==> config.mk <==
export PLATFORM = sky130hd
export DESIGN_NAME = pdm_tx
export DESIGN_NICKNAME = d
export VERILOG_FILES = /design/src/rtl/pdm_pkg.sv /design/src/rtl/sigma_delta_mod.sv /design/src/rtl/pdm_tx.sv
export SDC_FILE = /design/constraint.sdc
export NUM_CORES = 1
export LEC_CHECK = 0
export ABC_AREA = 1
export CAP_MARGIN = 20
export CORE_ASPECT_RATIO = 0.6
export CORE_UTILIZATION = 55
export DETAILED_ROUTE_END_ITERATION = 8
export PLACE_DENSITY = 0.79
export SYNTH_ARGS = -nofsm -noshare
export SYNTH_HDL_FRONTEND = slang
export SYNTH_SLANG_ARGS = --single-unit
==> constraint.sdc <==
create_clock -name clk -period 3.9 [get_ports clk]
set_clock_uncertainty 0.05 [all_clocks]
set_input_delay 0.39 -clock clk [delete_from_list [all_inputs] [get_ports clk]]
set_output_delay 0.39 -clock clk [all_outputs]
set_load 0.01 [all_outputs]
==> src/rtl/pdm_pkg.sv <==
// Shared constants and state type for the PDM transmitter.
package pdm_pkg;

  localparam int SAMPLE_BITS = 7;
  localparam int WINDOW_BITS = 128;
  localparam int MIDSCALE    = 64;

  typedef enum logic {
    IDLE = 1'b0,
    RUN  = 1'b1
  } pdm_state_t;

endpackage

==> src/rtl/sigma_delta_mod.sv <==
// First-order sigma-delta core: each step adds the sample into the accumulator
// and the carry out becomes the emitted PDM bit.
module sigma_delta_mod
  import pdm_pkg::*;
(
  input  logic                   clk,
  input  logic                   rst,
  input  logic                   step,
  input  logic [SAMPLE_BITS-1:0] value,
  output logic                   pdm_bit
);

  logic [SAMPLE_BITS-1:0] acc;
  logic [SAMPLE_BITS:0]   sum;

  assign sum = {1'b0, acc} + {1'b0, value};

  // acc is never cleared between samples so windows stay exact over time
  always_ff @(posedge clk) begin
    if (rst) begin
      acc     <= '0;
      pdm_bit <= 1'b0;
    end else if (step) begin
      acc     <= sum[SAMPLE_BITS-1:0];
      pdm_bit <= sum[SAMPLE_BITS];
    end
  end

endmodule

==> src/rtl/pdm_tx.sv <==
// PDM transmitter: m_clk divider, IDLE/RUN control and a two-entry sample
// buffer feeding the sigma-delta modulator.
module pdm_tx
  import pdm_pkg::*;
#(
  parameter int CLK_FREQ  = 100,
  parameter int M_CLK_DIV = 40
) (
  input  logic                   clk,
  input  logic                   rst,
  input  logic                   enable,
  input  logic [SAMPLE_BITS-1:0] s_data,
  input  logic                   s_valid,
  output logic                   s_ready,
  output logic                   m_clk,
  output logic                   m_data,
  output logic                   underflow,
  output logic                   busy
);

  localparam int DW = $clog2(M_CLK_DIV);
  localparam int BW = $clog2(WINDOW_BITS);
  localparam logic [DW-1:0] DIV_LAST = DW'(M_CLK_DIV - 1);
  localparam logic [DW-1:0] DIV_HALF = DW'(M_CLK_DIV / 2);
  localparam logic [BW-1:0] BIT_LAST = BW'(WINDOW_BITS - 1);

  if (M_CLK_DIV < 4 || (M_CLK_DIV % 2) != 0 || CLK_FREQ < 1) begin : g_param_check
    $error("pdm_tx: M_CLK_DIV must be even and >= 4");
  end

  pdm_state_t             state, state_nx;
  logic [DW-1:0]          div_cnt, div_nx;
  logic [BW-1:0]          bit_cnt, bit_nx;
  logic [SAMPLE_BITS-1:0] active, pending, mod_value;
  logic                   pending_full;
  logic                   m_clk_q, m_clk_nx;
  logic                   underflow_q;
  logic                   xfer, bit_edge, win_end, load_active;
  logic                   mod_bit;

  assign s_ready = !pending_full;
  assign xfer    = s_valid && s_ready;

  // Bit edges coincide with m_clk falling: RUN entry and every divider wrap.
  // Dropping enable turns the next bit edge into the return to IDLE.
  always_comb begin
    state_nx = state;
    div_nx   = '0;
    bit_edge = 1'b0;
    case (state)
      IDLE: begin
        if (enable && pending_full) begin
          state_nx = RUN;
          bit_edge = 1'b1;
        end
      end
      RUN: begin
        if (div_cnt == DIV_LAST) begin
          if (enable) bit_edge = 1'b1;
          else        state_nx = IDLE;
        end else begin
          div_nx = div_cnt + DW'(1);
        end
      end
      default: state_nx = IDLE;
    endcase
  end

  always_comb begin
    win_end     = bit_edge && (state == RUN) && (bit_cnt == BIT_LAST);
    load_active = (bit_edge && (state == IDLE)) || (win_end && pending_full);
    mod_value   = (state == IDLE) ? pending : active;
    m_clk_nx    = (state_nx == RUN) && (div_nx >= DIV_HALF);
    if (state_nx == IDLE) bit_nx = '0;
    else if (bit_edge)    bit_nx = bit_cnt + BW'(1);
    else                  bit_nx = bit_cnt;
  end

  always_ff @(posedge clk) begin
    if (rst) begin
      state   <= IDLE;
      div_cnt <= '0;
      bit_cnt <= '0;
      m_clk_q <= 1'b0;
    end else begin
      state   <= state_nx;
      div_cnt <= div_nx;
      bit_cnt <= bit_nx;
      m_clk_q <= m_clk_nx;
    end
  end

  // A window that ends with nothing queued falls back to midscale (silence)
  always_ff @(posedge clk) begin
    if (rst) begin
      active       <= '0;
      pending      <= '0;
      pending_full <= 1'b0;
      underflow_q  <= 1'b0;
    end else begin
      if (load_active)  active <= pending;
      else if (win_end) active <= SAMPLE_BITS'(MIDSCALE);
      if (xfer) pending <= s_data;
      pending_full <= (pending_full && !load_active) || xfer;
      if (win_end && !pending_full) underflow_q <= 1'b1;
    end
  end

  sigma_delta_mod u_mod (
    .clk     (clk),
    .rst     (rst),
    .step    (bit_edge),
    .value   (mod_value),
    .pdm_bit (mod_bit)
  );

  assign busy      = (state == RUN);
  assign m_clk     = m_clk_q;
  assign m_data    = mod_bit && busy;
  assign underflow = underflow_q;

endmodule

==> summary.md <==
| Metric | Value |
|---|---|
| Outcome | complete, no violations |
| Switching share of power | between 20 and 30% |
| Via count | 1811 |
| Internal | 0.581 mW |
| CTS Root Buffer Type | clkbuf_8 |
| Fraction of layout cells with a size suffix above 1 | approximately 7.9% |
| H-tree depth | 2 |
| Finished Layout Cells | 337 |
| Final Net Count | 312 |
| Initial antenna violation count | 0 |
| Clock sink total | 39 |
| Vias in the first global route | approximately 1600 |
| Worst-path maximum fanout | 15 |
| Worst-path cell chain | inv_2 -> or2_2 -> o21ai_0 -> inv_1 -> ha_1 -> nand3_1 -> nand3_1 -> and2_1 -> o21ai_1 -> a21oi_1 |
| Rows | 16 |
| Endpoints failing setup | 0 |
| Minimum clock period | 2420 ps |
| Power Density | roughly 350 nW/um^2 |
| CP Capture Type | register |
| Via density | 5.37 |
| Maximum vdd drop | 0.299 mV |
| Syn Inst Count | 276 |
| Worst-path clk slew | 70 ps |
| First-pass GRT wire length | 6980 um |
| Worst Tran Pin Value | about 690 ps |
| Leakage power | roughly 0.94 nW |
| Gr usage total | between 20% and 30% |
| Req. time, crit path | 4000 ps |
| CTS max path bufs | 2 |
| CTS tree | yes |
| Synth cell types | 32 |
| Post-route clock period utilization | approximately 62% |
| Pin count of the biggest net entering global routing | 24 |
| Achievable Freq | 413 MHz |
| CP arrival | approximately 2500 ps |
| Detailed-placement wirelength estimate | approximately 3000 um |
| CP max stage cell | dfxtp_1 |
| Largest stage delay, worst path | ~640 ps |
| YS warnings | 0 |
| Mean area per synthesized cell | between 7 and 8 um^2 |
| Placed cells | around 330 |
| # IOs | 16 |
| Crit path max-delay family | simple AND/OR/NAND/NOR gates |
| RSZ-0062 raised after global routing | false |
| ANT cells | 0 |
| Crit path top cell by count | nand3_1 |
| Clock buffer count from CTS | 5 |
| Remaining antenna violation count | 0 |
| Net Sw Power | ~0.22 mW |
| Clock power frac | around 33% |
| Die ar. | approximately 4000 um^2 |
| Flops & latches, synth | 39 |
| Synthesized Nets | 297 |
| Routed wire length | 4090 um |
| Grt total ovfl | 0 |
| Register-to-Register Setup Slack | between 1000 and 1500 ps |
| Hold WC Path Type | reg -> reg |
| WS Path Type | reg -> reg |
| # Post-CTS Setup Buffers | 0 |
| Drt pass-1 iters | 4 |
| Port-buffer cells | 15 |
| Pwr Total | around 0.8 mW |
| DR WL/cell | roughly 12 um |
| Hold Violations, Final | 0 |
| Initial Util | 59.8% |
| DIE HEIGHT | 49.0 um |
| Gpl congestion | roughly 0.89 |
| Core area | about 3400 um^2 |
| 1st-iter DRT viols | 87 |
| Setup TNS | 0 ps |
| Fillers | 299 |
| Area Growth Syn to Fin | 11.9% |
| Clock Latency Late Sink | approximately 290 ps |
| Width of the chip | about 80 um |
| Cts hold-fix bufs | 0 |
| Maxcap violations | 0 |
| Bufs and invs on worst path | 2 |
| Sequential-to-total area share from yosys stat | about two fifths |
| Max Slew Vio Count | 0 |
| Logic pwr share | about an eighth |
| Max-slew headroom | between 50% and 60% |
| Part of the power in registers | between 50% and 60% |
| CTS resizes | 0 |
| Crit start category | register |
| Residual DRC count | 0 |
| Post-Synthesis Cell Area | approximately 2000 um^2 |
-- routing by layer --
layer	vias up	GRT usage, %	wire, um	part of all wire (%)
li1	940	-	-	-
met1	824	33.4	2190	53
met2	39	31.9	1660	40
met3	8	6.17	186	4.5
met4	0	11.6	64	1.6
met5	-	0	0	0
-- power groups by stage --
stage               clock [mW]  sequential [mW]  combinational (mW)
detailed placement           0            0.438               0.105
global route             0.290            0.432               0.120
CTS                      0.272            0.429               0.106
finish                   0.265            0.430               0.106
global placement             0            0.438               0.102
floorplan                    0            0.431              0.0810
-- synthesized netlist by cell type, drive strengths merged --
cell	number	area share, %
nand2	63	13
dfxtp	39	39
nor2	33	6.6
nand3	29	8.9
inv	26	4.8
a21oi	25	6.6
o21ai	24	5.9
ha	9	5.6
buf	6	2.2
nand4	5	1.5
nor3	4	0.99
xnor2	4	1.7
nand3b	2	0.93
xor2	2	0.87
and2	1	0.31
clkbuf	1	0.19
fa	1	0.99
o21bai	1	0.37
or2	1	0.31
-- stage by stage --
step / area [um^2] / worst slack (ps) / hold WS (ps) / utilization (%)
floorplan: 2020 / 1970 / 394 / -
global placement: 2180 / 1660 / 407 / 64.5
detailed placement: 2180 / 1490 / 410 / 64.5
CTS: 2260 / 1490 / 427 / 66.9
global route: 2260 / 1360 / 471 / 66.9
finish: 2260 / 1480 / 422 / 66.9
-- worst min-delay path, delay by kind of cell (launching register included) --
family           cells  cell delay (ps)
and+or+nand+nor      2              120
DFF                  1              330
-- state kept, by name (all words and copies together), names as in the netlist --
| signal | count |
|---|---|
| underflow | 1 |
| pending_full | 1 |
| u_mod.acc | 7 |
| active | 7 |
| u_mod.pdm_bit | 1 |
| bit_cnt | 7 |
| busy | 1 |
| div_cnt | 6 |
| pending | 7 |
| m_clk | 1 |
-- path summary, 6_finish.rpt --
kind                               start                          to  cells after the start
hold / removal    underflow$_SDFFE_PP0P_      underflow$_SDFFE_PP0P_                      2
hold reg to reg   underflow$_SDFFE_PP0P_      underflow$_SDFFE_PP0P_                      2
setup / recovery         busy$_SDFF_PP0_  u_mod.pdm_bit$_SDFFE_PP0N_                     10
setup reg to reg         busy$_SDFF_PP0_  u_mod.pdm_bit$_SDFFE_PP0N_                     10
-- cell usage in the layout (no fill, tap or decap), types with 5 or more instances in the layout --
master	netlist	routed
nand4_1	5	5
clkdlybuf4s50_1	0	15
nor2_1	31	31
inv_1	23	23
o21ai_1	7	7
dfxtp_1	39	39
ha_1	9	9
a21oi_1	23	23
clkbuf_8	0	5
o21ai_0	17	17
nand3_1	25	25
nand2_1	59	59
-- cell families after synthesis --
group	count (synthesis)	synth area share, %
AO/OA/AOI/OAI	50	12.9
XOR/XNOR	6	2.60
adder cells (fa/ha/maj)	10	6.55
buffers and inverters	33	7.17
flip-flops	39	38.6
AND/OR/NAND/NOR	138	32.3
-- final cells by class --
cell class / count / area, um^2 / area share [%]
flip-flops and latches: 39 / 781 / 34.5
multi-input cells: 204 / 1100 / 48.5
clock inverters: 1 / 5.00 / 0.221
repair buffers: 15 / 150 / 6.63
well taps: 45 / 56.3 / 2.49
clock buffers: 7 / 76.3 / 3.37
inverters: 26 / 97.6 / 4.31
(Power assumes the default switching activity.)
